### src/rtl/fetch_prefetch_unit_pkg.sv
// Shared fetch front-end types: FSM state encoding and the queued {pc, instr} entry layout.
package fetch_prefetch_unit_pkg;

  localparam int unsigned RV_XLEN = 32;

  typedef enum logic [1:0] {
    IDLE,
    FETCH,
    DROP
  } fetch_state_t;

  typedef struct packed {
    logic [RV_XLEN-1:0] pc;
    logic [RV_XLEN-1:0] instr;
  } fetch_entry_t;

endpackage

### src/rtl/fetch_prefetch_unit_fifo.sv
// Synchronous FIFO with push/pop/flush; pointers wrap modulo DEPTH (power of two).
module fetch_fifo #(
  parameter int unsigned WIDTH = 64,
  parameter int unsigned DEPTH = 4
) (
  input  logic                       clk,
  input  logic                       rst_n,
  input  logic                       push,
  input  logic                       pop,
  input  logic                       flush,
  input  logic [WIDTH-1:0]           din,
  output logic [WIDTH-1:0]           dout,
  output logic                       full,
  output logic                       empty,
  output logic [$clog2(DEPTH):0]     count
);

  localparam int unsigned AW = $clog2(DEPTH);
  localparam int unsigned CW = AW + 1;

  logic [WIDTH-1:0] mem [DEPTH];
  logic [AW-1:0]    wr_ptr;
  logic [AW-1:0]    rd_ptr;
  logic [CW-1:0]    cnt;
  logic             do_pop;

  assign do_pop = pop & ~empty;
  assign full   = (cnt == CW'(DEPTH));
  assign empty  = (cnt == '0);
  assign count  = cnt;
  assign dout   = mem[rd_ptr];

  always_ff @(posedge clk or negedge rst_n) begin
    if (!rst_n) begin
      wr_ptr <= '0;
      rd_ptr <= '0;
      cnt    <= '0;
      for (int unsigned i = 0; i < DEPTH; i++) begin
        mem[i] <= '0;
      end
    end else if (flush) begin
      wr_ptr <= '0;
      rd_ptr <= '0;
      cnt    <= '0;
    end else begin
      if (push) begin
        mem[wr_ptr] <= din;
        wr_ptr      <= wr_ptr + AW'(1);
      end
      if (do_pop) begin
        rd_ptr <= rd_ptr + AW'(1);
      end
      cnt <= cnt + CW'(push) - CW'(do_pop);
    end
  end

  a_no_push_when_full: assert property (@(posedge clk) disable iff (!rst_n)
    !(push && full && !flush));

endmodule

### src/rtl/fetch_prefetch_unit.sv
// Instruction-fetch front end: PC sequencer, one outstanding I-cache request, prefetch queue
// toward ID, and EX redirect handling with discard of an in-flight response.
module fetch_prefetch_unit
  import fetch_prefetch_unit_pkg::*;
#(
  parameter int unsigned         DEPTH    = 4,
  parameter int unsigned         XLEN     = 32,
  parameter logic [XLEN-1:0]     RESET_PC = 'h60
) (
  input  logic            clk,
  input  logic            rst_n,
  output logic            imem_read,
  output logic [XLEN-1:0] imem_address,
  input  logic            imem_resp,
  input  logic [XLEN-1:0] imem_rdata,
  input  logic            redirect,
  input  logic [XLEN-1:0] redirect_pc,
  input  logic            id_ready,
  output logic            id_valid,
  output logic [XLEN-1:0] id_pc,
  output logic [XLEN-1:0] id_instr
);

  localparam int unsigned CW = $clog2(DEPTH) + 1;

  fetch_state_t     state;
  logic [XLEN-1:0]  req_pc;
  logic [XLEN-1:0]  pend_pc;

  logic              q_push;
  logic              q_pop;
  logic              q_full;
  logic              q_empty;
  logic [CW-1:0]     q_count;
  logic [CW-1:0]     count_next;
  logic [2*XLEN-1:0] q_head;

  // Redirect dominates: it suppresses both the push of live data and any ID pop.
  assign q_push     = (state == FETCH) & imem_resp & ~redirect;
  assign q_pop      = id_ready & ~q_empty & ~redirect;
  assign count_next = q_count + CW'(q_push) - CW'(q_pop);

  assign imem_read    = (state != IDLE);
  assign imem_address = req_pc;
  assign id_valid     = ~q_empty;
  assign id_pc        = q_head[2*XLEN-1:XLEN];
  assign id_instr     = q_head[XLEN-1:0];

  fetch_fifo #(
    .WIDTH (2 * XLEN),
    .DEPTH (DEPTH)
  ) u_fifo (
    .clk   (clk),
    .rst_n (rst_n),
    .push  (q_push),
    .pop   (q_pop),
    .flush (redirect),
    .din   ({req_pc, imem_rdata}),
    .dout  (q_head),
    .full  (q_full),
    .empty (q_empty),
    .count (q_count)
  );

  always_ff @(posedge clk or negedge rst_n) begin
    if (!rst_n) begin
      state   <= IDLE;
      req_pc  <= RESET_PC;
      pend_pc <= '0;
    end else begin
      unique case (state)
        IDLE: begin
          if (redirect) begin
            req_pc <= redirect_pc;
            state  <= FETCH;
          // Post-pop occupancy lets a single ID pop restart fetch on the very next cycle.
          end else if (count_next < CW'(DEPTH)) begin
            state <= FETCH;
          end
        end
        FETCH: begin
          if (redirect && imem_resp) begin
            req_pc <= redirect_pc;
          end else if (redirect) begin
            pend_pc <= redirect_pc;
            state   <= DROP;
          end else if (imem_resp) begin
            req_pc <= req_pc + XLEN'(4);
            state  <= (count_next < CW'(DEPTH)) ? FETCH : IDLE;
          end
        end
        DROP: begin
          if (imem_resp) begin
            req_pc <= redirect ? redirect_pc : pend_pc;
            state  <= FETCH;
          end else if (redirect) begin
            pend_pc <= redirect_pc;
          end
        end
        default: state <= IDLE;
      endcase
    end
  end

endmodule

### config.mk
export PLATFORM = sky130hd
export DESIGN_NAME = fetch_prefetch_unit
export DESIGN_NICKNAME = d
export VERILOG_FILES = /design/src/rtl/fetch_prefetch_unit_pkg.sv /design/src/rtl/fetch_prefetch_unit_fifo.sv /design/src/rtl/fetch_prefetch_unit.sv
export SDC_FILE = /design/constraint.sdc
export NUM_CORES = 1
export LEC_CHECK = 0
export CORE_UTILIZATION = 35
export DETAILED_ROUTE_END_ITERATION = 8
export DONT_BUFFER_PORTS = 1
export PLACE_DENSITY = 0.55
export SYNTH_ARGS = -nofsm -noshare
export SYNTH_HDL_FRONTEND = slang
export SYNTH_SLANG_ARGS = --single-unit
### constraint.sdc
create_clock -name clk -period 4.1 [get_ports clk]
set_clock_uncertainty 0.05 [all_clocks]
set_input_delay 1.23 -clock clk [delete_from_list [all_inputs] [get_ports clk]]
set_output_delay 1.23 -clock clk [all_outputs]
set_load 0.02 [all_outputs]
# After elaboration in Yosys (flattened, before gate mapping)

Cells that the tools add are included.

Output and inout port bits: 98
Logic and storage cells: 81
Flip-flop bits (word level): 329
Input port bits: 69

Eq/ne operators: 10
Mux-type cells: 29
Reductions and logical operators: 13
Add/sub/neg operators: 6
Order comparisons: 4
Bitwise logic cells: 9

Operator list:

| cell                                                                 | count |
|---|---|
| 256-bit bitwise mux                                                  | 1 |
| 32-bit 2-to-1 mux                                                    | 8 |
| 64-bit 2-to-1 mux                                                    | 3 |
| 64-bit binary-select mux with 2-bit select                           | 1 |
| 64-bit demux with 2-bit select                                       | 1 |
| 32-bit case mux with 3 select lines                                  | 1 |
| 32-bit case mux with 2 select lines                                  | 1 |
| 32-bit by 3-bit adder with 32-bit output, second input constant      | 1 |
| 2-bit 2-to-1 mux                                                     | 10 |
| 2-bit != test, second input constant                                 | 4 |
| 2-bit nonzero test                                                   | 4 |
| 3-bit >= comparator, second input constant                           | 2 |
| 3-bit by 2-bit != test with 1-bit output, second input constant      | 2 |
| 3-bit != test, second input constant                                 | 2 |
| 2-bit inverter with 3-bit output                                     | 2 |
| 2-bit case mux with 3 select lines                                   | 1 |
| 3-bit by 1-bit subtractor with 3-bit output                          | 2 |
| 1-bit AND                                                            | 5 |
| 5-bit AND reduction                                                  | 1 |
| 2-bit by 1-bit adder with 2-bit output, second input constant        | 2 |
| 4-bit AND reduction                                                  | 1 |
| 3-bit by 1-bit adder with 3-bit output                               | 1 |
| 3-bit logical NOT                                                    | 1 |
| 3-bit by 1-bit < comparator with 1-bit output, second input constant | 1 |
| other kinds (11)                                                     | 13 |

# Logic depth before layout (Yosys ltp)

Gate-level depths: netlist of the first run.

Depth in word-level cells: 11
Gate-level depth with buffers: 12
Gate-level depth less buffers: 11

# Cells and area by module

A second synthesis of the first run with hierarchy kept.

Cells, all modules: 1105
Area, all modules: 16146.7 sq um

By module, submodules not included:

| module              | instances | cells each | area each (sq um) |
|---|---|---|---|
| fetch_fifo          | 1         | 662        | 11960.2 |
| fetch_prefetch_unit | 1         | 443        | 4186.5 |

# Worst setup path after synthesis of the first run

OpenSTA, ideal clock, no wires.

Path type: in2reg
Start: in redirect
End: reg state[0]
Data required time: 3954 ps
Setup time: 96 ps
Stages on the path: 9
Arrival time: 2908 ps
Path slack: 1046 ps
Path buffers: 1
Cells stage by stage: nor2b_1 > and2_1 > clkbuf_1 > ha_1 > ha_1 > nor3_1 > xnor2_1 > o221ai_1 > o31ai_1

Cells in the longest elaborated chain, start to end: 10
Elaborated cells between the ends (all ways): 17

Ends and longest elaborated chain:

| what                                        | RTL line                                             | source |
|---|---|---|
| from (decl)                                 | fetch_prefetch_unit.sv:16                            | `input logic redirect,` |
| 1-bit inverter (no line)                    | --                                                   |  |
| 1-bit AND                                   | fetch_prefetch_unit.sv:39                            | `assign q_push = (state == FETCH) & imem_resp & ~redirect;` |
| 3-bit by 1-bit adder with 3-bit output      | fetch_prefetch_unit.sv:41                            | `assign count_next = q_count + CW'(q_push) - CW'(q_pop);` |
| 3-bit by 1-bit subtractor with 3-bit output | fetch_prefetch_unit.sv:41                            |  |
| 3-bit < comparator                          | fetch_prefetch_unit.sv:77, fetch_prefetch_unit.sv:89 |  |
| 1-bit 2-to-1 mux                            | fetch_prefetch_unit.sv:89                            | `state <= (count_next < CW'(DEPTH)) ? FETCH : IDLE;` |
| 2-bit 2-to-1 mux                            | fetch_prefetch_unit.sv:87                            | `end else if (imem_resp) begin` |
| 2-bit 2-to-1 mux                            | fetch_prefetch_unit.sv:84                            | `end else if (redirect) begin` |
| 2-bit 2-to-1 mux                            | fetch_prefetch_unit.sv:82                            | `if (redirect && imem_resp) begin` |
| 2-bit case mux with 3 select lines          | fetch_prefetch_unit.sv:71                            | `unique case (state)` |
| to (signal assigned)                        | fetch_prefetch_unit.sv:89                            |  |
| to (decl)                                   | fetch_prefetch_unit.sv:26                            | `fetch_state_t state;` |

Several ways; a longest one is shown, not always the timed one. The select of a mux whose other input is x is not followed.
A chain may end at the register's enable or synchronous reset.

# Worst setup path in the final report of the first run

Start: reg u_fifo.rd_ptr[0]
End: out id_instr[30]

Cells in the longest elaborated chain, start to end: 4

Ends and longest elaborated chain:

| what                                                   | RTL line                       | source |
|---|---|---|
| from (decl)                                            | fetch_prefetch_unit_fifo.sv:23 | `logic [AW-1:0] rd_ptr;` |
| from (signal assigned)                                 | fetch_prefetch_unit_fifo.sv:51 | `rd_ptr <= rd_ptr + AW'(1);` |
| 2-bit inverter with 3-bit output (not written as such) | fetch_prefetch_unit_fifo.sv:31 | `assign dout = mem[rd_ptr];` |
| 64-bit binary-select mux with 2-bit select             | fetch_prefetch_unit_fifo.sv:31 |  |
| 64-bit 2-to-1 mux (not written as such) (2 in a row)   | fetch_prefetch_unit_fifo.sv:31 |  |
| to (decl)                                              | fetch_prefetch_unit.sv:21      | `output logic [XLEN-1:0] id_instr` |

No other way between the ends. The select of a mux whose other input is x is not followed.

==> run summary, run 1 <==
syn_nets = 1213
Clock Tree Root = clkbuf_16
Worst setup SP type = flop
routed vias/inst = 5.42
fin crit period = 3.58 ns
CTS Hold Bufs = 0
RR Startpoint = state[1]$_DFFE_PN0P_
final hold vios = 0
Die Area = 45200 um2
CTS tree = yes
Worst-Skew Late Latency = 0.54 ns
syn_area_per_cell = 13.7 um2
cts bufs inserted = 40
clk buf depth = 3
hold crit path type = input pin to asynchronous set/reset pin
GP Congestion = 0.791
Top FF cell, synth = dfrtp_1
Setup Buffers After CTS = 0
Power Dens Cells = 778 nW/um2
commonest cells in the netlist = 327 x dfrtp_1, 279 x mux2_2, 64 x mux4_2, 64 x o21ai_0, 50 x nand2_1
placed cells = 1652
post-route antenna net violation count = 0
Period Utilization, post-route = 87.2%
FF-to-FF End = state[1]$_DFFE_PN0P_
post-synthesis sequential area ratio = 53.0%
Reg clk slew, reported paths = 0.06 ns
Final Setup Violations = 0
Mapped Cells = 1131
drt pass-1 iters = 4
fillcell total = 4087
Routed WL per cell = 22.3 um
H-tree levels = 2
share of cells above drive strength 1 = 39.6%
max_cap viols = 0
top-count cell post-synth = dfrtp_1
post-synth cell types = 56
worst slew pin tran = 1.39 ns
total global routing overflow = 0
Initial DRC Count = 573
hold slack = 0.355 ns
Initial Util = 35.7%
vias in the first global route = 9682
highest clock rate = 280 MHz
final std cells w/o fill = 1723
GRT Util Overall = 17.3%
relative slew slack = 7.47%
Critical Path RT = 2.82 ns
Crit Path Class = flop to output port
first-pass GRT wire length = 59400 um
async set-reset flop share out of synthesis = 100%
via count = 9341
Ports = 167
EDFF count, synth = 0
Leakage = 7.73 nW
RSZ-0062 raised after global routing = false
top post-synthesis cells by area = dfrtp_1 53%, mux2_2 20%, mux4_2 9.3%, o21ai_0 2.1%, nand2_1 1.2%
R2R depth = 10
Port Buf Inserts = 0
Routed WL = 38400 um
Finished Core Util = 40.3%
outcome = finished clean
antenna violations before repair = 0
Netlist Area Pre-Place = 15500 um2
Yosys top cell by area = dfrtp_1
clock sink count = 329
flop2flop setup slack = 1.25 ns
Crit. End Element = output port
die width = 213 um
row count = 76
Synth top area share = 52.7%
largest net degree at the start of global routing = 330
CP Max Fanout = 26
P&R area growth vs syn = 12.7%
Critical Path AT = 2.30 ns
Resize count post-CTS = 0
Pins Over Slew Limit = 0
Layout Nets = 1191
Ys Warns = 0
synthesized flop and latch total = 329
die height = 213 um
Fin Setup TNS = 0 ns
area post-placement = 16200 um2
final instance area = 17500 um2
# DRC = 0
ant diodes = 0
Max VDD drop = 462 uV
CORE AREA = 43500 um2
dpl hpwl = 23900 um
==> sequential cells by signal, summed over array words and instances, names as in the netlist <==
name and count:
u_fifo.mem 256, imem_address 32, pend_pc 32, u_fifo.count 3, state 2, u_fifo.rd_ptr 2, u_fifo.wr_ptr 2
==> worst max-delay path by stage <==
stage | start | to | slack, ns
global route | u_fifo.rd_ptr[0]$_DFFE_PN0P_ | id_instr[30] | 0.35
global placement | redirect | state[0]$_DFFE_PN0P_ | 0.73
floorplan | redirect | state[0]$_DFFE_PN0P_ | 1.05
finish | u_fifo.rd_ptr[0]$_DFFE_PN0P_ | id_instr[30] | 0.52
CTS | u_fifo.rd_ptr[0]$_DFFE_PN0P_ | id_instr[30] | 0.41
detailed placement | redirect | state[0]$_DFFE_PN0P_ | 0.69
==> layout make-up <==
type	instances	area, um2	area share, %
sequential	329	8240	47.1
multi-input combinational	697	6880	39.3
clock buffer	62	1240	7.11
tap	585	732	4.18
timing repair buffer	25	263	1.50
clock inverter	9	72.6	0.415
inverter	16	60.1	0.343
==> cell families after synthesis <==
kind of cell	synth area share (%)
flops	53.0
mux	29.9
xor+xnor	1.07
fa+ha+maj	1.05
compound gates	7.33
buf+inv	2.85
simple gates	4.76
==> worst max-delay path: stages (launching register included) <==
cell and delay (ns):
dfrtp_4 0.77, buf_12 0.32, mux4_2 0.65
==> stage by stage <==
step           power [W]  setup WS (ns)
2_1_floorplan    0.00893           1.05
3_3_place_gp      0.0101          0.731
3_5_place_dp      0.0102          0.685
4_1_cts           0.0138          0.412
5_1_grt           0.0144          0.352
6_report          0.0136          0.524
==> layer usage <==
layer / track usage (%) / part of all wire [%] / vias up
li1: - / - / 4188
met1: 22.2 / 43 / 4871
met2: 27.0 / 46 / 222
met3: 6.51 / 8.4 / 60
met4: 5.04 / 2.4 / 0
met5: 0 / 0 / -
==> layout by cell type, fill, tap and decap left out, types with 3 or more instances in the layout <==
| cell type | netlist | final |
|---|---|---|
| nor2_1 | 30 | 30 |
| xor2_1 | 7 | 7 |
| mux4_2 | 64 | 64 |
| clkbuf_1 | 43 | 7 |
| mux2_2 | 279 | 279 |
| o21a_1 | 3 | 3 |
| nand2_4 | 0 | 4 |
| o22ai_1 | 5 | 5 |
| nor2b_1 | 4 | 4 |
| dfrtp_1 | 327 | 325 |
| nand2_1 | 50 | 45 |
| and3_1 | 5 | 5 |
| a22oi_1 | 10 | 10 |
| a22o_1 | 18 | 18 |
| nor4_1 | 3 | 3 |
| or3_1 | 7 | 7 |
| nand4_1 | 6 | 6 |
| buf_12 | 0 | 6 |
| and2_1 | 3 | 3 |
| a31oi_1 | 8 | 8 |
| xnor2_1 | 12 | 12 |
| o31ai_1 | 3 | 3 |
| mux2i_1 | 6 | 6 |
| o21ai_1 | 3 | 3 |
| clkbuf_8 | 0 | 14 |
| nor3_1 | 13 | 13 |
| nand3_1 | 14 | 14 |
| a221oi_1 | 11 | 11 |
| ha_1 | 13 | 13 |
| inv_1 | 16 | 16 |
| o211ai_1 | 9 | 9 |
| a21oi_1 | 13 | 13 |
| clkbuf_16 | 0 | 41 |
| clkinv_2 | 0 | 7 |
| buf_4 | 2 | 19 |
| a211oi_1 | 3 | 3 |
| o21ai_0 | 64 | 64 |
| o221ai_1 | 7 | 7 |
==> power breakdown <==
group,internal [W],switching (W),total (W)
logic,0.00211,0.00241,0.00452
clock network,0.00214,0.00136,0.00350
registers,0.00440,0.00118,0.00559
Note: power is estimated with default switching activity, not from simulation.
==> run 2: changes to the inputs <==
- SLEW_MARGIN: default -> 5
==> results of run 2 <==
Same layout as run 1: the final DEF is identical, and so are final timing and power.
==> run 3: changes to the inputs <==
- CTS_CLUSTER_SIZE: default -> 16
- TNS_END_PERCENT: default -> 10
==> run 3 against run 2 <==
Compared with the run above:
- combinational power about the same
- clock power about the same
- largest cell class unchanged
- register-to-register slack is essentially flat
- final cell count is essentially flat
==> run summary, run 3 (synthesis gave the netlist of run 1 again) <==
Setup Buffers After CTS = 0
# DRC = 0
Critical Path RT = 2.82 ns
final std cells w/o fill = 1724
routed vias/inst = 5.41
total global routing overflow = 0
highest clock rate = 279 MHz
Initial DRC Count = 563
largest net degree at the start of global routing = 330
Top reg by flops = u_fifo.mem
placed cells = 1652
register share of total power = 41.0%
clk buf depth = 3
via count = 9329
Period Utilization, post-route = 87.3%
relative slew slack = 9.17%
Switching Share = 36.4%
RSZ-0062 raised after global routing = false
Layout Nets = 1191
vias in the first global route = 9682
Routed WL = 38300 um
Worst setup SP type = flop
CP Max Fanout = 26
H-tree levels = 2
Critical Path AT = 2.30 ns
Final Setup Violations = 0
post-route antenna net violation count = 0
drt pass-1 iters = 5
Ports = 167
Port Buf Inserts = 0
first-pass GRT wire length = 59400 um
Max VDD drop = 462 uV
Pins Over Slew Limit = 0
share of cells above drive strength 1 = 39.6%
Routed WL per cell = 22.2 um
P&R area growth vs syn = 12.7%
final hold vios = 0
CTS tree = yes
CORE AREA = 43500 um2
Register Area = 8240 um2
Largest register FFs = 256
Power Dens Cells = 777 nW/um2
outcome = finished clean
Crit. End Element = output port
Crit Path Class = flop to output port
Logic pwr share = 33.2%
area of the multi-input gates = 6880 um2
Reg clk slew, reported paths = 0.06 ns
worst slew pin tran = 1.36 ns
hold slack = 0.356 ns
Internal Power = 0.00865 W
GRT Util Overall = 17.3%
clock sink count = 329
Leakage = 7.73 nW
max_cap viols = 0
Die Area = 45200 um2
Clock Tree Root = clkbuf_16
row count = 76
Finished Core Util = 40.3%
CTS Hold Bufs = 0
total power draw = 0.0136 W
fillcell total = 4087
dpl hpwl = 23900 um
die height = 213 um
most frequent cells in the layout = 325 x dfrtp_1, 279 x mux2_2, 64 x mux4_2, 64 x o21ai_0, 45 x nand2_1
leading cell type in the layout, fill and taps excluded = dfrtp_1
Worst-Skew Late Latency = 0.54 ns
antenna violations before repair = 0
die width = 213 um
Fin Setup TNS = 0 ns
cts bufs inserted = 40
Resize count post-CTS = 0
hold crit path type = input pin to asynchronous set/reset pin
GP Congestion = 0.791
fin crit period = 3.58 ns
Clock power frac = 25.7%
Initial Util = 35.7%
Psw = 0.00495 W
run 3: final timing paths:
check                                        startpoint                            to  slack [ns]  depth (start not counted)
max                        u_fifo.rd_ptr[0]$_DFFE_PN0P_                  id_instr[30]        0.52                          2
min                                               rst_n   u_fifo.mem[200]$_DFFE_PN0P_        0.36                          0
max reg2reg                        state[1]$_DFFE_PN0P_          state[1]$_DFFE_PN0P_        1.25                         10
min reg2reg                 u_fifo.mem[169]$_DFFE_PN0P_   u_fifo.mem[169]$_DFFE_PN0P_        0.42                          2
max in group asynchronous                         rst_n  u_fifo.rd_ptr[1]$_DFFE_PN0P_        2.43                          0
min in group clk            u_fifo.mem[169]$_DFFE_PN0P_   u_fifo.mem[169]$_DFFE_PN0P_        0.42                          2
run 3: routing by layer:
| layer | up-vias | track usage (%) | routed length (um) |
|---|---|---|---|
| li1 | 4186 | - | - |
| met1 | 4851 | 22.2 | 16600 |
| met2 | 232 | 27.0 | 17500 |
| met3 | 60 | 6.51 | 3280 |
| met4 | 0 | 5.04 | 924 |
| met5 | - | 0 | 0 |
run 3: cell type report:
class                      count  share of cell area, %
clock inverter                 9                  0.415
sequential                   329                   47.1
antenna                        1                 0.0143
timing repair buffer          25                   1.50
clock buffer                  62                   7.11
multi-input combinational    697                   39.3
tap                          585                   4.18
inverter                      16                  0.343
run 3: worst max-delay path, cell delays in order, from the launching register on:
cell and delay [ns]:
dfrtp_4 0.77, buf_12 0.32, mux4_2 0.65
run 3: power groups by stage:
stage          combinational [W]  sequential [W]  clock (W)
5_1_grt                  0.00492         0.00576    0.00376
4_1_cts                  0.00458         0.00560    0.00364
2_1_floorplan            0.00383         0.00510          0
3_5_place_dp             0.00457         0.00565          0
3_3_place_gp             0.00449         0.00561          0
6_report                 0.00452         0.00558    0.00350
run 3: through the flow:
stage | worst slack (ns) | area, um2
final | 0.522 | 17500
after global routing | 0.352 | 17500
after CTS | 0.412 | 17500
after detailed placement | 0.685 | 16200
after global placement | 0.731 | 16200
after floorplan | 1.05 | 15500
